===== src/rtl/core_pkg.sv =====
// core_pkg
//   Encodings shared across the MIPS core pipeline: the NOP register address,
//   the execute-stage NOP op code, the zero word, the stall-vector bit values,
//   and the action type decoded by each pipeline stage register.
package core_pkg;

  localparam logic [4:0]  NOP_REG_ADDR = 5'd0;
  localparam logic [7:0]  EXE_NOP_OP   = 8'h00;
  localparam logic [31:0] ZEROWORD     = 32'h0000_0000;

  // Stall vector bit values: 1 stops the stage.
  localparam logic STOP     = 1'b1;
  localparam logic NOT_STOP = 1'b0;

  typedef enum logic [2:0] {
    ACT_RESET,
    ACT_FLUSH,
    ACT_BUBBLE,
    ACT_ADVANCE,
    ACT_HOLD
  } stage_act_e;

endpackage


===== src/rtl/sat_counter.sv =====
// sat_counter
//   Saturating up-counter for performance monitoring. Stops at all-ones
//   rather than wrapping. clr zeroes the count and beats inc; rst beats both.
// Ports:
//   clk, rst : clock and synchronous active-high reset
//   inc      : count one event this cycle
//   clr      : zero the count this cycle
//   cnt      : current count
module sat_counter #(
  parameter int PERF_W = 32
) (
  input  logic              clk,
  input  logic              rst,
  input  logic              inc,
  input  logic              clr,
  output logic [PERF_W-1:0] cnt
);

  logic [PERF_W-1:0] r_cnt;
  logic              w_at_max;

  assign w_at_max = &r_cnt;

  always_ff @(posedge clk) begin
    if (rst) begin
      r_cnt <= '0;
    end else if (clr) begin
      r_cnt <= '0;
    end else if (inc && !w_at_max) begin
      r_cnt <= r_cnt + 1'b1;
    end
  end

  assign cnt = r_cnt;

endmodule


===== src/rtl/ex_mem_stage_reg.sv =====
// ex_mem_stage_reg
//   EX->MEM pipeline register. Carries GPR writeback, HI/LO writeback and
//   load/store info with an explicit valid bit. Each cycle exactly one action
//   applies, highest priority first: RESET, FLUSH, ADVANCE (S=0),
//   BUBBLE (S=1,D=0), HOLD (S=1,D=1), where S/D are this stage's and the
//   downstream stage's stall bits. Multi-cycle arithmetic state (acc/cnt)
//   round-trips through here while EX stalls this stage.
// Ports:
//   clk, rst            : clock, synchronous active-high reset
//   stall, flush        : core stall vector, exception flush of this stage
//   perf_clr            : clears both performance counters
//   ex_*                : payload from EX (valid, GPR/HI/LO writeback, ld/st)
//   acc_i, cnt_i        : multi-cycle state from EX
//   mem_*               : registered payload to MEM
//   acc_o, cnt_o        : multi-cycle state back to EX
//   bubble_cnt/hold_cnt : saturating bubble and hold cycle counts
module ex_mem_stage_reg
  import core_pkg::*;
#(
  parameter int              DATA_W  = 32,
  parameter int              ADDR_W  = 5,
  parameter int              OP_W    = 8,
  parameter int              CNT_W   = 2,
  parameter int              STALL_W = 6,
  parameter int              STAGE   = 3,
  parameter logic [OP_W-1:0] NOP_OP  = OP_W'(EXE_NOP_OP),
  parameter int              PERF_W  = 32
) (
  input  logic                clk,
  input  logic                rst,
  input  logic [STALL_W-1:0]  stall,
  input  logic                flush,
  input  logic                perf_clr,
  input  logic                ex_valid,
  input  logic [DATA_W-1:0]   ex_wdata,
  input  logic [ADDR_W-1:0]   ex_waddr,
  input  logic                ex_we,
  input  logic [DATA_W-1:0]   ex_hi,
  input  logic [DATA_W-1:0]   ex_lo,
  input  logic                ex_hilo_we,
  input  logic [OP_W-1:0]     ex_alu_op,
  input  logic [DATA_W-1:0]   ex_mem_addr,
  input  logic [DATA_W-1:0]   ex_operand_2,
  input  logic [2*DATA_W-1:0] acc_i,
  input  logic [CNT_W-1:0]    cnt_i,
  output logic                mem_valid,
  output logic [DATA_W-1:0]   mem_wdata,
  output logic [ADDR_W-1:0]   mem_waddr,
  output logic                mem_we,
  output logic [DATA_W-1:0]   mem_hi,
  output logic [DATA_W-1:0]   mem_lo,
  output logic                mem_hilo_we,
  output logic [OP_W-1:0]     mem_alu_op,
  output logic [DATA_W-1:0]   mem_mem_addr,
  output logic [DATA_W-1:0]   mem_operand_2,
  output logic [2*DATA_W-1:0] acc_o,
  output logic [CNT_W-1:0]    cnt_o,
  output logic [PERF_W-1:0]   bubble_cnt,
  output logic [PERF_W-1:0]   hold_cnt
);

  logic                w_s;
  logic                w_d;
  logic                w_unused_stall;
  stage_act_e          w_act;

  logic                r_valid;
  logic [DATA_W-1:0]   r_wdata;
  logic [ADDR_W-1:0]   r_waddr;
  logic                r_we;
  logic [DATA_W-1:0]   r_hi;
  logic [DATA_W-1:0]   r_lo;
  logic                r_hilo_we;
  logic [OP_W-1:0]     r_alu_op;
  logic [DATA_W-1:0]   r_mem_addr;
  logic [DATA_W-1:0]   r_operand_2;
  logic [2*DATA_W-1:0] r_acc;
  logic [CNT_W-1:0]    r_cnt;

  assign w_s = stall[STAGE];
  assign w_d = stall[STAGE+1];
  // Only two bits of the shared stall vector belong to this stage.
  assign w_unused_stall = ^stall;

  // Action decode: flush beats every stall pattern; rst beats everything.
  always_comb begin
    w_act = ACT_HOLD;
    if (rst) begin
      w_act = ACT_RESET;
    end else if (flush) begin
      w_act = ACT_FLUSH;
    end else if (w_s == NOT_STOP) begin
      w_act = ACT_ADVANCE;
    end else if (w_d == NOT_STOP) begin
      w_act = ACT_BUBBLE;
    end else begin
      w_act = ACT_HOLD;
    end
  end

  always_ff @(posedge clk) begin
    case (w_act)
      ACT_ADVANCE: begin
        r_valid     <= ex_valid;
        r_wdata     <= ex_wdata;
        r_waddr     <= ex_waddr;
        // An invalid slot must never write architectural state.
        r_we        <= ex_we & ex_valid;
        r_hi        <= ex_hi;
        r_lo        <= ex_lo;
        r_hilo_we   <= ex_hilo_we & ex_valid;
        r_alu_op    <= ex_alu_op;
        r_mem_addr  <= ex_mem_addr;
        r_operand_2 <= ex_operand_2;
      end
      ACT_HOLD: begin
      end
      default: begin
        r_valid     <= 1'b0;
        r_wdata     <= DATA_W'(ZEROWORD);
        r_waddr     <= ADDR_W'(NOP_REG_ADDR);
        r_we        <= 1'b0;
        r_hi        <= DATA_W'(ZEROWORD);
        r_lo        <= DATA_W'(ZEROWORD);
        r_hilo_we   <= 1'b0;
        r_alu_op    <= NOP_OP;
        r_mem_addr  <= DATA_W'(ZEROWORD);
        r_operand_2 <= DATA_W'(ZEROWORD);
      end
    endcase

    // Multi-cycle state survives only while this stage is stalled; the
    // first non-stalled cycle (or a flush/reset) aborts or retires it.
    if (w_act == ACT_BUBBLE || w_act == ACT_HOLD) begin
      r_acc <= acc_i;
      r_cnt <= cnt_i;
    end else begin
      r_acc <= '0;
      r_cnt <= '0;
    end
  end

  sat_counter #(.PERF_W(PERF_W)) u_bubble_cnt (
    .clk (clk),
    .rst (rst),
    .inc (w_act == ACT_BUBBLE),
    .clr (perf_clr),
    .cnt (bubble_cnt)
  );

  sat_counter #(.PERF_W(PERF_W)) u_hold_cnt (
    .clk (clk),
    .rst (rst),
    .inc (w_act == ACT_HOLD),
    .clr (perf_clr),
    .cnt (hold_cnt)
  );

  assign mem_valid     = r_valid;
  assign mem_wdata     = r_wdata;
  assign mem_waddr     = r_waddr;
  assign mem_we        = r_we;
  assign mem_hi        = r_hi;
  assign mem_lo        = r_lo;
  assign mem_hilo_we   = r_hilo_we;
  assign mem_alu_op    = r_alu_op;
  assign mem_mem_addr  = r_mem_addr;
  assign mem_operand_2 = r_operand_2;
  assign acc_o         = r_acc;
  assign cnt_o         = r_cnt;

endmodule


===== config.mk =====
export PLATFORM = sky130hd
export DESIGN_NAME = ex_mem_stage_reg
export DESIGN_NICKNAME = d
export VERILOG_FILES = /design/src/rtl/core_pkg.sv /design/src/rtl/sat_counter.sv /design/src/rtl/ex_mem_stage_reg.sv
export SDC_FILE = /design/constraint.sdc
export NUM_CORES = 1
export LEC_CHECK = 0
export ABC_AREA = 0
export CAP_MARGIN = 20
export CORE_AREA = 2 2 217 219
export CTS_CLUSTER_SIZE = 30
export DETAILED_ROUTE_END_ITERATION = 16
export DIE_AREA = 0 0 219 221
export GPL_ROUTABILITY_DRIVEN = 1
export PLACE_DENSITY = 0.64
export SYNTH_ARGS = -nofsm -noshare
export SYNTH_HDL_FRONTEND = slang
export SYNTH_HIERARCHICAL = 1
export SYNTH_SLANG_ARGS = --single-unit

===== constraint.sdc =====
create_clock -name clk -period 6.7 [get_ports clk]
set_input_delay 1.005 -clock clk [delete_from_list [all_inputs] [get_ports clk]]
set_output_delay 1.005 -clock clk [all_outputs]
set_load 0.05 [all_outputs]

==> impl_results.md <==
- Vias: 9,360
- Ys async rst share: 0
- ANT nets after route: 0
- Post-synth top area cell: edfxtp_1
- Worst slew pin tran: 0.980 ns
- Clk pin slew, worst setup/hold paths: 0.06 ns
- Setup-failing EPs final: 0
- Simple-Gate Fraction of Synth Area: 0.237
- CP endpoint kind: flip-flop
- Routed vias/inst: 4.44
- Clk Latency, worst-skew pair: 0.53 ns
- PwrDens: 247 mW/mm²
- Post-route setup TNS: 0 ns
- Post-Synth Adder-Cell Area: 0.00215
- Post-place setup slack: 1.94 ns
- FF+latch count, synth: 306
- Compound-gate portion of the synthesized area: 0.0556
- Most frequent cells after synthesis: and2_1 (248), edfxtp_1 (176), dfxtp_1 (130), a21oi_1 (50), nand2_1 (33)
- Syn_nets: 1,173
- Number of setup buffers added after CTS: 0
- Crit path depth: 8
- Status: complete, no violations
- TritonCTS clock tree: done
- Design area: 0.0190 mm²
- EDFF count, synth: 176
- Placed cells: 2,040
- RSZ-0062 raised after global routing: no
- Netlist Area Pre-Place: 0.0117 mm²
- Die ar.: 0.0484 mm²
- Post-Synth XOR/XNOR Area: 0.00300
- Worst R2R Setup Slack: 4.33 ns
- Crit start category: input port
- Largest net degree at the start of global routing: 174
- GR Util All Layers: 0.161
- Total Wirelength: 40,700 µm
- Unique cell type count in the Yosys netlist: 46
- Maxcap violations: 0
- Synth Area per Inst: 12.7 µm²
- Crit Path Category: input port to flip-flop
- Worst-path fanout max: 11
- Mapped Cells: 919
- R2R cell count: 5
- Leakage Power: 0.00701 µW
- Final worst slack: 2.62 ns
- Htree depth: 2
- Post-DP HPWL: 30,200 µm
- Drt wl/cell: 19.3 µm
- Hold Buf Count CTS: 0
- DR DRC count: 0
- Boundary Pins: 558
- R2r startpoint: u_bubble_cnt/cnt[16]
- Post-synthesis sequential area ratio: 0.676
- PostCTS Resize Cnt: 0
- Crit share post-route: 0.610
- Slowest cell on crit path: clkdlybuf4s50_1
- 1st-pass router iterations: 5
- Total core area: 0.0461 mm²
- Data arrival time of the worst path: 4.54 ns
- Port Buffer Count: 553
- Fillers: 4,377
- Post-route insts no fill: 2,107
- WP buf/inv: 2
- Worst min path class: flip-flop to flip-flop
- Maximum clock rate: 245 MHz
- Min Tclk post-route: 4.08 ns
- Area contributors post-synth: edfxtp_1 (45%), dfxtp_1 (22%), and2_1 (13%), a21oi_1 (2.1%), or3_1 (1.5%)
- Fin. Hold Viols: 0
- Number of global-route vias before repair: 9,308
- Slew Limit Fails: 0
- Synth Flop Type: edfxtp_1
- Worst Setup SP: rst
- Chip Width: 219 µm
- CTS Root Cell: clkbuf_16
- Initial core utilization: 0.253
- Skew final: 0.00841 ns
- Iter 0 DRT Violations: 496
- Layout area overhead: 63.3%
- Die height: 221 µm
- Final nets: 1,725
- Top-area cell type share of the netlist area: 0.453
- Rows: 79
- Data required time at the worst endpoint: 7.16 ns
- Largest family of logic cells by synthesized area: simple AND/OR/NAND/NOR gates
- Mux share of post-synthesis cell area: 0.00343
- Slowest Stage Delay on Critical Path: 0.73 ns
- VDD IR-drop max: 0.183 mV
- Clock buffer depth: 3
- Initial antenna violation count: 13
- Slew margin rel.: 0.347
- Placement Cell Area: 0.0178 mm²
- Routability cong.: 0.866
- CTS sink count: 306
- Reg-to-Reg End: u_bubble_cnt/cnt[11]
- CTS Buf Count: 36
- CP Capture Point: u_bubble_cnt/cnt[25]
- Synth warn: 6
- GRT overflow: 0
- Pwr Total: 4710 µW
- Cell with the most instances after synthesis: and2_1
- CP top delay family: simple AND/OR/NAND/NOR gates
- First-pass GRT wire length: 58,200 µm
- Layout cells sized above 1: 0.0634
- Critical path, cell by cell: clkdlybuf4s50_1, nor3b_4, nor2b_1, inv_1, nor2_1, nand2_1, or4_1, a21oi_1
-- final cells by class --
cell class	instances	area, µm²	share of cell area
Clock inverter	20	235	0.0124
Inverter	8	30.0	0.00158
Antenna cell	2	5.00	0.000263
Sequential cell	306	7890	0.414
Multi-Input combinational cell	561	3520	0.185
Tap cell	607	759	0.0399
Timing Repair Buffer	558	5600	0.294
Clock buffer	45	1010	0.0528
-- registers in the layout (all words and copies together), names as in the netlist --
signal,cells
mem_lo,32
u_hold_cnt/cnt,32
mem_operand_2,32
mem_valid,1
mem_waddr,5
cnt_o,2
mem_hi,32
u_bubble_cnt/cnt,32
acc_o,64
mem_alu_op,8
mem_mem_addr,32
mem_we,1
mem_hilo_we,1
mem_wdata,32
-- logic make-up (layout without fill, tap and decap cells) --
family          after synthesis  count (layout)
simple gates                441             441
other cells                   0               2
xor+xnor                      4               4
flops                       306             306
buf+inv                      52             631
compound gates              110             110
fa+ha+maj                     2               2
mux                           4               4
-- layout by cell type, fill, tap and decap left out, types with 8 or more instances in the layout --
cell,n
nor2_1,28
nand3_1,22
or3_1,28
clkbuf_16,37
o31ai_1,12
dfxtp_1,130
inv_1,8
and2_1,248
o21ai_0,28
nand2_1,32
a21oi_1,50
clkdlybuf4s50_1,553
or4_1,12
nor3_1,8
edfxtp_1,176
nand4_1,18
-- worst min-delay path by stage --
| stage | startpoint | end | slack [ns] | depth (start not counted) |
|---|---|---|---|---|
| floorplan | u_bubble_cnt/cnt[27] | u_bubble_cnt/cnt[27] | 0.69 | 2 |
| global placement | u_bubble_cnt/cnt[27] | u_bubble_cnt/cnt[27] | 0.48 | 2 |
| detailed placement | u_bubble_cnt/cnt[19] | u_bubble_cnt/cnt[19] | 0.49 | 2 |
| CTS | u_bubble_cnt/cnt[19] | u_bubble_cnt/cnt[19] | 0.50 | 2 |
| global route | u_bubble_cnt/cnt[19] | u_bubble_cnt/cnt[19] | 0.51 | 2 |
| finish | u_bubble_cnt/cnt[19] | u_bubble_cnt/cnt[19] | 0.50 | 2 |
-- metrics by stage --
stage	util	hold WS, ns
2_1_floorplan	-	0.686
3_3_place_gp	0.386	0.479
3_5_place_dp	0.386	0.488
4_1_cts	0.413	0.495
5_1_grt	0.413	0.508
6_report	0.413	0.500
-- power breakdown --
| group | total, µW | switching [µW] | internal [µW] | leakage [µW] |
|---|---|---|---|---|
| Sequential | 2070 | 18.8 | 2050 | 0.00313 |
| Combinational | 585 | 335 | 250 | 0.00326 |
| Clock | 2060 | 798 | 1260 | 0.000607 |
| Total | 4710 | 1150 | 3560 | 0.00701 |
-- per-layer routing --
metal | wire length (µm) | vias to the layer above | global-route usage
met5 | 131 | - | 0
met4 | 1100 | 20 | 0.0497
met3 | 4710 | 84 | 0.0796
met2 | 20100 | 427 | 0.289
met1 | 14700 | 4439 | 0.163
li1 | - | 4390 | -
-- tightest hold or removal path, cell delays in order, from the launching register on --
cell and delay [ns]:
dfxtp_1 0.32, o31ai_1 0.07, a21oi_1 0.06
Note: power is estimated with default switching activity, not from simulation.
